### src/rtl/uart_defines.sv
`timescale 1ns/1ps
`default_nettype none
// +-------------------------------------------------------------------+
// | uart_defines : shared UART constants and receiver state encoding  |
// | Rev 1.0                                                           |
// +-------------------------------------------------------------------+
package uart_defines;

  localparam int CLK_FREQ        = 50_000_000;
  localparam int BAUD_RATE       = 115_200;
  localparam int OVERSAMPLE_RATE = 16;
  localparam int UART_DATA_BITS  = 8;

  typedef enum logic [2:0] {
    IDLE  = 3'd0,
    START = 3'd1,
    DATA  = 3'd2,
    STOP  = 3'd3,
    BREAK = 3'd4
  } uart_rx_state_t;

endpackage
`default_nettype wire

### src/rtl/uart_rx_if.sv
`timescale 1ns/1ps
`default_nettype none
// +-------------------------------------------------------------------+
// | uart_rx_if : received-byte holding register handshake and flags   |
// | Rev 1.0                                                           |
// +-------------------------------------------------------------------+
interface uart_rx_if
  import uart_defines::*;
#(
  parameter int DATA_BITS = UART_DATA_BITS
);
  logic [DATA_BITS-1:0] rx_data;
  logic                 rx_valid;
  logic                 rx_ready;
  logic                 frame_err;
  logic                 overrun;
  logic                 busy;

  modport master (
    output rx_data, rx_valid, frame_err, overrun, busy,
    input  rx_ready
  );

  modport slave (
    input  rx_data, rx_valid, frame_err, overrun, busy,
    output rx_ready
  );
endinterface
`default_nettype wire

### src/rtl/uart_sync_2ff.sv
`timescale 1ns/1ps
`default_nettype none
// +-------------------------------------------------------------------+
// | uart_sync_2ff : generic two-flop synchroniser for async inputs    |
// | Rev 1.0                                                           |
// +-------------------------------------------------------------------+
module uart_sync_2ff #(
  parameter logic RESET_VAL = 1'b1
) (
  input  logic clk,
  input  logic rst,
  input  logic d,
  output logic q
);
  logic r_meta;

  always_ff @(posedge clk or posedge rst) begin
    if (rst) begin
      r_meta <= RESET_VAL;
      q      <= RESET_VAL;
    end else begin
      r_meta <= d;
      q      <= r_meta;
    end
  end
endmodule
`default_nettype wire

### src/rtl/uart_rx.sv
`timescale 1ns/1ps
`default_nettype none
// +-------------------------------------------------------------------+
// | uart_rx : 8N1 oversampling receiver with valid/ready byte output  |
// | Rev 1.0                                                           |
// +-------------------------------------------------------------------+
module uart_rx
  import uart_defines::*;
#(
  parameter int DATA_BITS  = UART_DATA_BITS,
  parameter int OVERSAMPLE = OVERSAMPLE_RATE
) (
  input  logic       clk,
  input  logic       rst,
  input  logic       sample_tick,
  input  logic       rx,
  uart_rx_if.master  bus
);
  localparam int TICK_W = $clog2(OVERSAMPLE);
  localparam int BIT_W  = $clog2(DATA_BITS);
  localparam logic [TICK_W-1:0] C_TICK_MID  = TICK_W'(OVERSAMPLE / 2 - 1);
  localparam logic [TICK_W-1:0] C_TICK_LAST = TICK_W'(OVERSAMPLE - 1);
  localparam logic [BIT_W-1:0]  C_BIT_LAST  = BIT_W'(DATA_BITS - 1);

  logic                 w_rx_s;
  uart_rx_state_t       r_state;
  logic [TICK_W-1:0]    r_tick_cnt;
  logic [BIT_W-1:0]     r_bit_cnt;
  logic [DATA_BITS-1:0] r_shift;
  logic [DATA_BITS-1:0] r_data;
  logic                 r_valid;
  logic                 r_frame_err;
  logic                 r_overrun;

  uart_sync_2ff #(
    .RESET_VAL (1'b1)
  ) u_sync (
    .clk (clk),
    .rst (rst),
    .d   (rx),
    .q   (w_rx_s)
  );

  always_ff @(posedge clk or posedge rst) begin
    if (rst) begin
      r_state     <= IDLE;
      r_tick_cnt  <= '0;
      r_bit_cnt   <= '0;
      r_shift     <= '0;
      r_data      <= '0;
      r_valid     <= 1'b0;
      r_frame_err <= 1'b0;
      r_overrun   <= 1'b0;
    end else begin
      r_frame_err <= 1'b0;
      r_overrun   <= 1'b0;
      // A delivery later in this block overrides the consume-clear.
      if (r_valid && bus.rx_ready) begin
        r_valid <= 1'b0;
      end
      if (sample_tick) begin
        case (r_state)
          IDLE: begin
            if (!w_rx_s) begin
              r_state    <= START;
              r_tick_cnt <= '0;
            end
          end
          START: begin
            if (r_tick_cnt == C_TICK_MID) begin
              r_tick_cnt <= '0;
              if (!w_rx_s) begin
                r_state   <= DATA;
                r_bit_cnt <= '0;
              end else begin
                r_state <= IDLE;
              end
            end else begin
              r_tick_cnt <= r_tick_cnt + 1'b1;
            end
          end
          DATA: begin
            if (r_tick_cnt == C_TICK_LAST) begin
              r_shift    <= {w_rx_s, r_shift[DATA_BITS-1:1]};
              r_tick_cnt <= '0;
              if (r_bit_cnt == C_BIT_LAST) begin
                r_state   <= STOP;
                r_bit_cnt <= '0;
              end else begin
                r_bit_cnt <= r_bit_cnt + 1'b1;
              end
            end else begin
              r_tick_cnt <= r_tick_cnt + 1'b1;
            end
          end
          STOP: begin
            if (r_tick_cnt == C_TICK_LAST) begin
              r_tick_cnt <= '0;
              if (w_rx_s) begin
                r_state <= IDLE;
                if (!r_valid || bus.rx_ready) begin
                  r_data  <= r_shift;
                  r_valid <= 1'b1;
                end else begin
                  r_overrun <= 1'b1;
                end
              end else begin
                r_frame_err <= 1'b1;
                r_state     <= BREAK;
              end
            end else begin
              r_tick_cnt <= r_tick_cnt + 1'b1;
            end
          end
          // Hold off new starts until the line returns high after a break.
          BREAK: begin
            if (w_rx_s) begin
              r_state <= IDLE;
            end
          end
          default: begin
            r_state <= IDLE;
          end
        endcase
      end
    end
  end

  assign bus.rx_data   = r_data;
  assign bus.rx_valid  = r_valid;
  assign bus.frame_err = r_frame_err;
  assign bus.overrun   = r_overrun;
  assign bus.busy      = (r_state != IDLE);
endmodule
`default_nettype wire

### src/flat_wrapper.sv
// flat-port wrapper written by rule: the top's interface ports become plain ports
module uart_rx_flat import uart_defines::*;
#(
  parameter int DATA_BITS  = UART_DATA_BITS,
  parameter int OVERSAMPLE = OVERSAMPLE_RATE
)
  (clk, rst, sample_tick, rx, bus_rx_data, bus_rx_valid, bus_frame_err, bus_overrun, bus_busy, bus_rx_ready);
  uart_rx_if #(.DATA_BITS(DATA_BITS)) bus_i ();
  input  logic clk;
  input  logic rst;
  input  logic sample_tick;
  input  logic rx;
  output wire logic [$bits(bus_i.rx_data)-1:0] bus_rx_data;
  output wire logic [$bits(bus_i.rx_valid)-1:0] bus_rx_valid;
  output wire logic [$bits(bus_i.frame_err)-1:0] bus_frame_err;
  output wire logic [$bits(bus_i.overrun)-1:0] bus_overrun;
  output wire logic [$bits(bus_i.busy)-1:0] bus_busy;
  input wire logic [$bits(bus_i.rx_ready)-1:0] bus_rx_ready;
  assign bus_rx_data = bus_i.rx_data;
  assign bus_rx_valid = bus_i.rx_valid;
  assign bus_frame_err = bus_i.frame_err;
  assign bus_overrun = bus_i.overrun;
  assign bus_busy = bus_i.busy;
  assign bus_i.rx_ready = bus_rx_ready;
  uart_rx #(.DATA_BITS(DATA_BITS), .OVERSAMPLE(OVERSAMPLE)) u_core (.clk(clk), .rst(rst), .sample_tick(sample_tick), .rx(rx), .bus(bus_i));
endmodule
### config.mk
export PLATFORM = sky130hd
export DESIGN_NAME = uart_rx_flat
export DESIGN_NICKNAME = d
export VERILOG_FILES = /design/src/rtl/uart_defines.sv /design/src/rtl/uart_rx_if.sv /design/src/rtl/uart_sync_2ff.sv /design/src/rtl/uart_rx.sv /design/src/flat_wrapper.sv
export SDC_FILE = /design/constraint.sdc
export NUM_CORES = 1
export LEC_CHECK = 0
export ABC_AREA = 1
export BUFFER_PORTS_ARGS = -buffer_cell sky130_fd_sc_hd__buf_4
export CAP_MARGIN = 20
export CORE_UTILIZATION = 45
export DETAILED_ROUTE_END_ITERATION = 8
export HOLD_SLACK_MARGIN = 0.05
export SLEW_MARGIN = 15
export SYNTH_ARGS = -nofsm -noshare
export SYNTH_HDL_FRONTEND = slang
export SYNTH_HIERARCHICAL = 1
export SYNTH_SLANG_ARGS = --single-unit
export TNS_END_PERCENT = 100
### constraint.sdc
create_clock -name clk -period 2.7 [get_ports clk]
set_input_delay 0.135 -clock clk [delete_from_list [all_inputs] [get_ports clk]]
set_output_delay 0.135 -clock clk [all_outputs]
set_load 0.05 [all_outputs]
==> qor.yml <==
status:
  status: "finished clean"
grt:
  grt_use_total: 0.173
  grt_max_degree: 30
  grt_pass1_wl_um: 4570
  antenna_found_initial: 0
  overflow: 0
  grt_pass1_vias: 1089
logic_synthesis:
  ys_types: 22
  synth_cells: 169
  syn_area_um2: 1530
  synth.net_count: 177
  yosysSeqAreaShare: 0.508
  syn_area_per_cell_um2: 9.07
  yosysWarningCount: 6
  ys_ff_latch: 31
routing:
  first_pass_iters: 4
  totalWireLength_um: 2650
  ant_nets: 0
  dr_total_vias: 1145
  vias_per_cell: 4.85
  drt_first_iter_violations: 36
  drc: 0
  wl_per_cell_um: 11.2
timing:
  fin_skew_ps: 13.1
  fin_crit_ps: 1560
  post-route-period-util: 0.579
  finalHoldViolCount: 0
  maxSlewHeadroom: 0.754
  setup_violations: 0
  fin_ws_ps: 1140
  setup_tns_ps: 0
  grt_setup_unrepaired: "false"
  drv_slew: 0
  fmax_ghz: 0.640
  tightest_slew_ps: 369
setup_path:
  worstPathArrival_ps: 1770
  reg2reg_slack_ps: 1140
  cp_max_fo: 16
  cp.required_ps: 2900
  crit-reg2reg-launch: "u_core/r_tick_cnt[0]"
  start_kind: "flop"
  r2r-end: "u_core/bus.rx_data[3]"
  path_class: "reg2reg"
  cp-end-kind: "flop"
  r2r_cells: 6
floorplan:
  coreArea_um2: 3150
  io_pins: 17
  dieArea_um2: 3640
  dieWidth_um: 60.4
  fp.dieH_um: 60.4
  std_cell_rows: 20
  initial_utilization: 0.486
pwr:
  p_sw_w: 0.000433
  leakagePower_nw: 0.907
  intPower_w: 0.000741
  power.total_w: 0.00117
  power_frac_comb: 0.293
  sequentialPowerShare: 0.482
  p_sw_frac: 0.369
  powerDensity_nw_per_um2: 668
  power.clock.fraction: 0.225
  irDropWorstVdd_uv: 345
clock_network:
  tritoncts: "yes"
  cts_root_buf: "clkbuf_4"
  cts_buffer_depth: 2
  numCtsBuffers: 5
  cts_resized: 0
  post_cts_buffers: 0
  clk-insertion-delay-late_ps: 320
  cts_hold_buffers: 2
  htree_levels: 2
  cts.clk_slew.worst_paths_ps: 90
  cts.sink_count: 31
place:
  place_hpwl_um: 1920
  port_buffers: 16
  pre_cts_slack_ps: 1120
  gp_congestion: 0.783
min_path:
  whs_path_depth: 3
  min_path_type: "in2reg"
  hold_end: "u_core/r_bit_cnt[0]"
  worstHoldStart: "sample_tick"
job:
  drv_cap: 0
layout:
  nNetsFinal: 200
  layout-area-overhead-vs-synth_pct: 14.7
  diodes: 0
  drive_above_1_share: 0.297
  fillerInstances: 312
## metrics by stage
step / hold slack, ps / cells / area (um2) / utilization
after floorplan: 46.5 / 169 / 1530 / -
after global placement: 172 / 227 / 1680 / 0.533
after detailed placement: 181 / 227 / 1680 / 0.533
after CTS: 123 / 236 / 1760 / 0.558
after global routing: 136 / 236 / 1760 / 0.558
final: 133 / 236 / 1760 / 0.558
## how the worst max path moves through the flow
| stage | start | to | slack, ps | cells past startpoint |
|---|---|---|---|---|
| final | u_core/r_tick_cnt[0] | u_core/bus.rx_data[3] | 1140 | 6 |
| after global routing | u_core/r_tick_cnt[0] | u_core/bus.rx_data[7] | 950 | 6 |
| after CTS | u_core/r_tick_cnt[0] | u_core/bus.rx_data[7] | 1110 | 6 |
| after detailed placement | u_core/r_tick_cnt[0] | u_core/bus.rx_data[7] | 1120 | 6 |
| after global placement | u_core/r_tick_cnt[0] | u_core/bus.rx_data[3] | 1190 | 6 |
| after floorplan | u_core/r_tick_cnt[0] | u_core/bus.rx_data[0] | 1320 | 7 |
## power groups by stage
| stage | sequential (W) | clock (W) | combinational (W) |
|---|---|---|---|
| CTS | 0.000565 | 0.000279 | 0.000345 |
| global placement | 0.000573 | 0 | 0.000332 |
| finish | 0.000566 | 0.000264 | 0.000344 |
| detailed placement | 0.000574 | 0 | 0.000340 |
| floorplan | 0.000558 | 0 | 0.000273 |
| global route | 0.000572 | 0.000302 | 0.000387 |
## critical path: stages (launching register included)
cell	delay (ps)
dfrtp_1	400
ha_1	200
nand3_1	150
nor2_4	190
nand4_4	290
nand2_1	160
o21ai_2	60
## cell families (layout without fill, tap and decap cells)
group / after synthesis / in the layout / share of synthesized area
buffers and inverters: 25 / 48 / 0.0759
AOI/OAI and AO/OA: 22 / 22 / 0.112
DFF: 31 / 31 / 0.508
and+or+nand+nor: 88 / 88 / 0.280
adders and majority gates: 3 / 3 / 0.0245
## sequential cells by signal (all words and copies together) (netlist names)
name / count
u_core/r_state: 3
u_core/bus.overrun: 1
u_core/bus.rx_valid: 1
u_core/bus.frame_err: 1
u_core/r_bit_cnt: 3
u_core/u_sync/q: 1
u_core/r_tick_cnt: 4
u_core/bus.rx_data: 8
u_core/r_shift: 8
u_core/u_sync/r_meta: 1
## cells in the final DEF (no fill, tap or decap), types with 3 or more instances in the layout
master,count
o21ai_2,16
nor2_1,18
inv_1,20
nand2_2,4
nor2_4,3
clkbuf_4,5
nand2_1,45
nand3_1,7
ha_1,3
buf_4,17
o21ai_0,3
dfrtp_1,29
nand4_1,3
## area by class of cell
cell class / count / area, um2 / area share
sequential: 31 / 778 / 0.443
multi-input combinational: 113 / 638 / 0.363
timing repair buffer: 19 / 148 / 0.0840
inverter: 22 / 82.6 / 0.0470
tap: 44 / 55.1 / 0.0313
clock buffer: 6 / 51.3 / 0.0292
clock inverter: 1 / 5.00 / 0.00285
## cell usage after synthesis, drive strengths merged
library cell | count | area (um2)
o22ai | 1 | 6.26
dfrtp | 29 | 726
dfstp | 2 | 52.6
nor2 | 23 | 114
nand4 | 4 | 40.0
inv | 22 | 82.6
nand3 | 9 | 55.1
nand3b | 2 | 15.0
buf | 3 | 33.8
a21oi | 1 | 5.00
o21ai | 20 | 160
nand2 | 50 | 205
ha | 3 | 37.5
## layer usage
| metal | vias to the layer above | global-route usage | part of all wire |
|---|---|---|---|
| met4 | 0 | 0.0897 | 0.012 |
| met2 | 25 | 0.270 | 0.48 |
| met3 | 5 | 0.0448 | 0.035 |
| met5 | - | 0 | 0 |
| met1 | 538 | 0.223 | 0.47 |
| li1 | 577 | - | - |
Note: power is estimated with default switching activity, not from simulation.
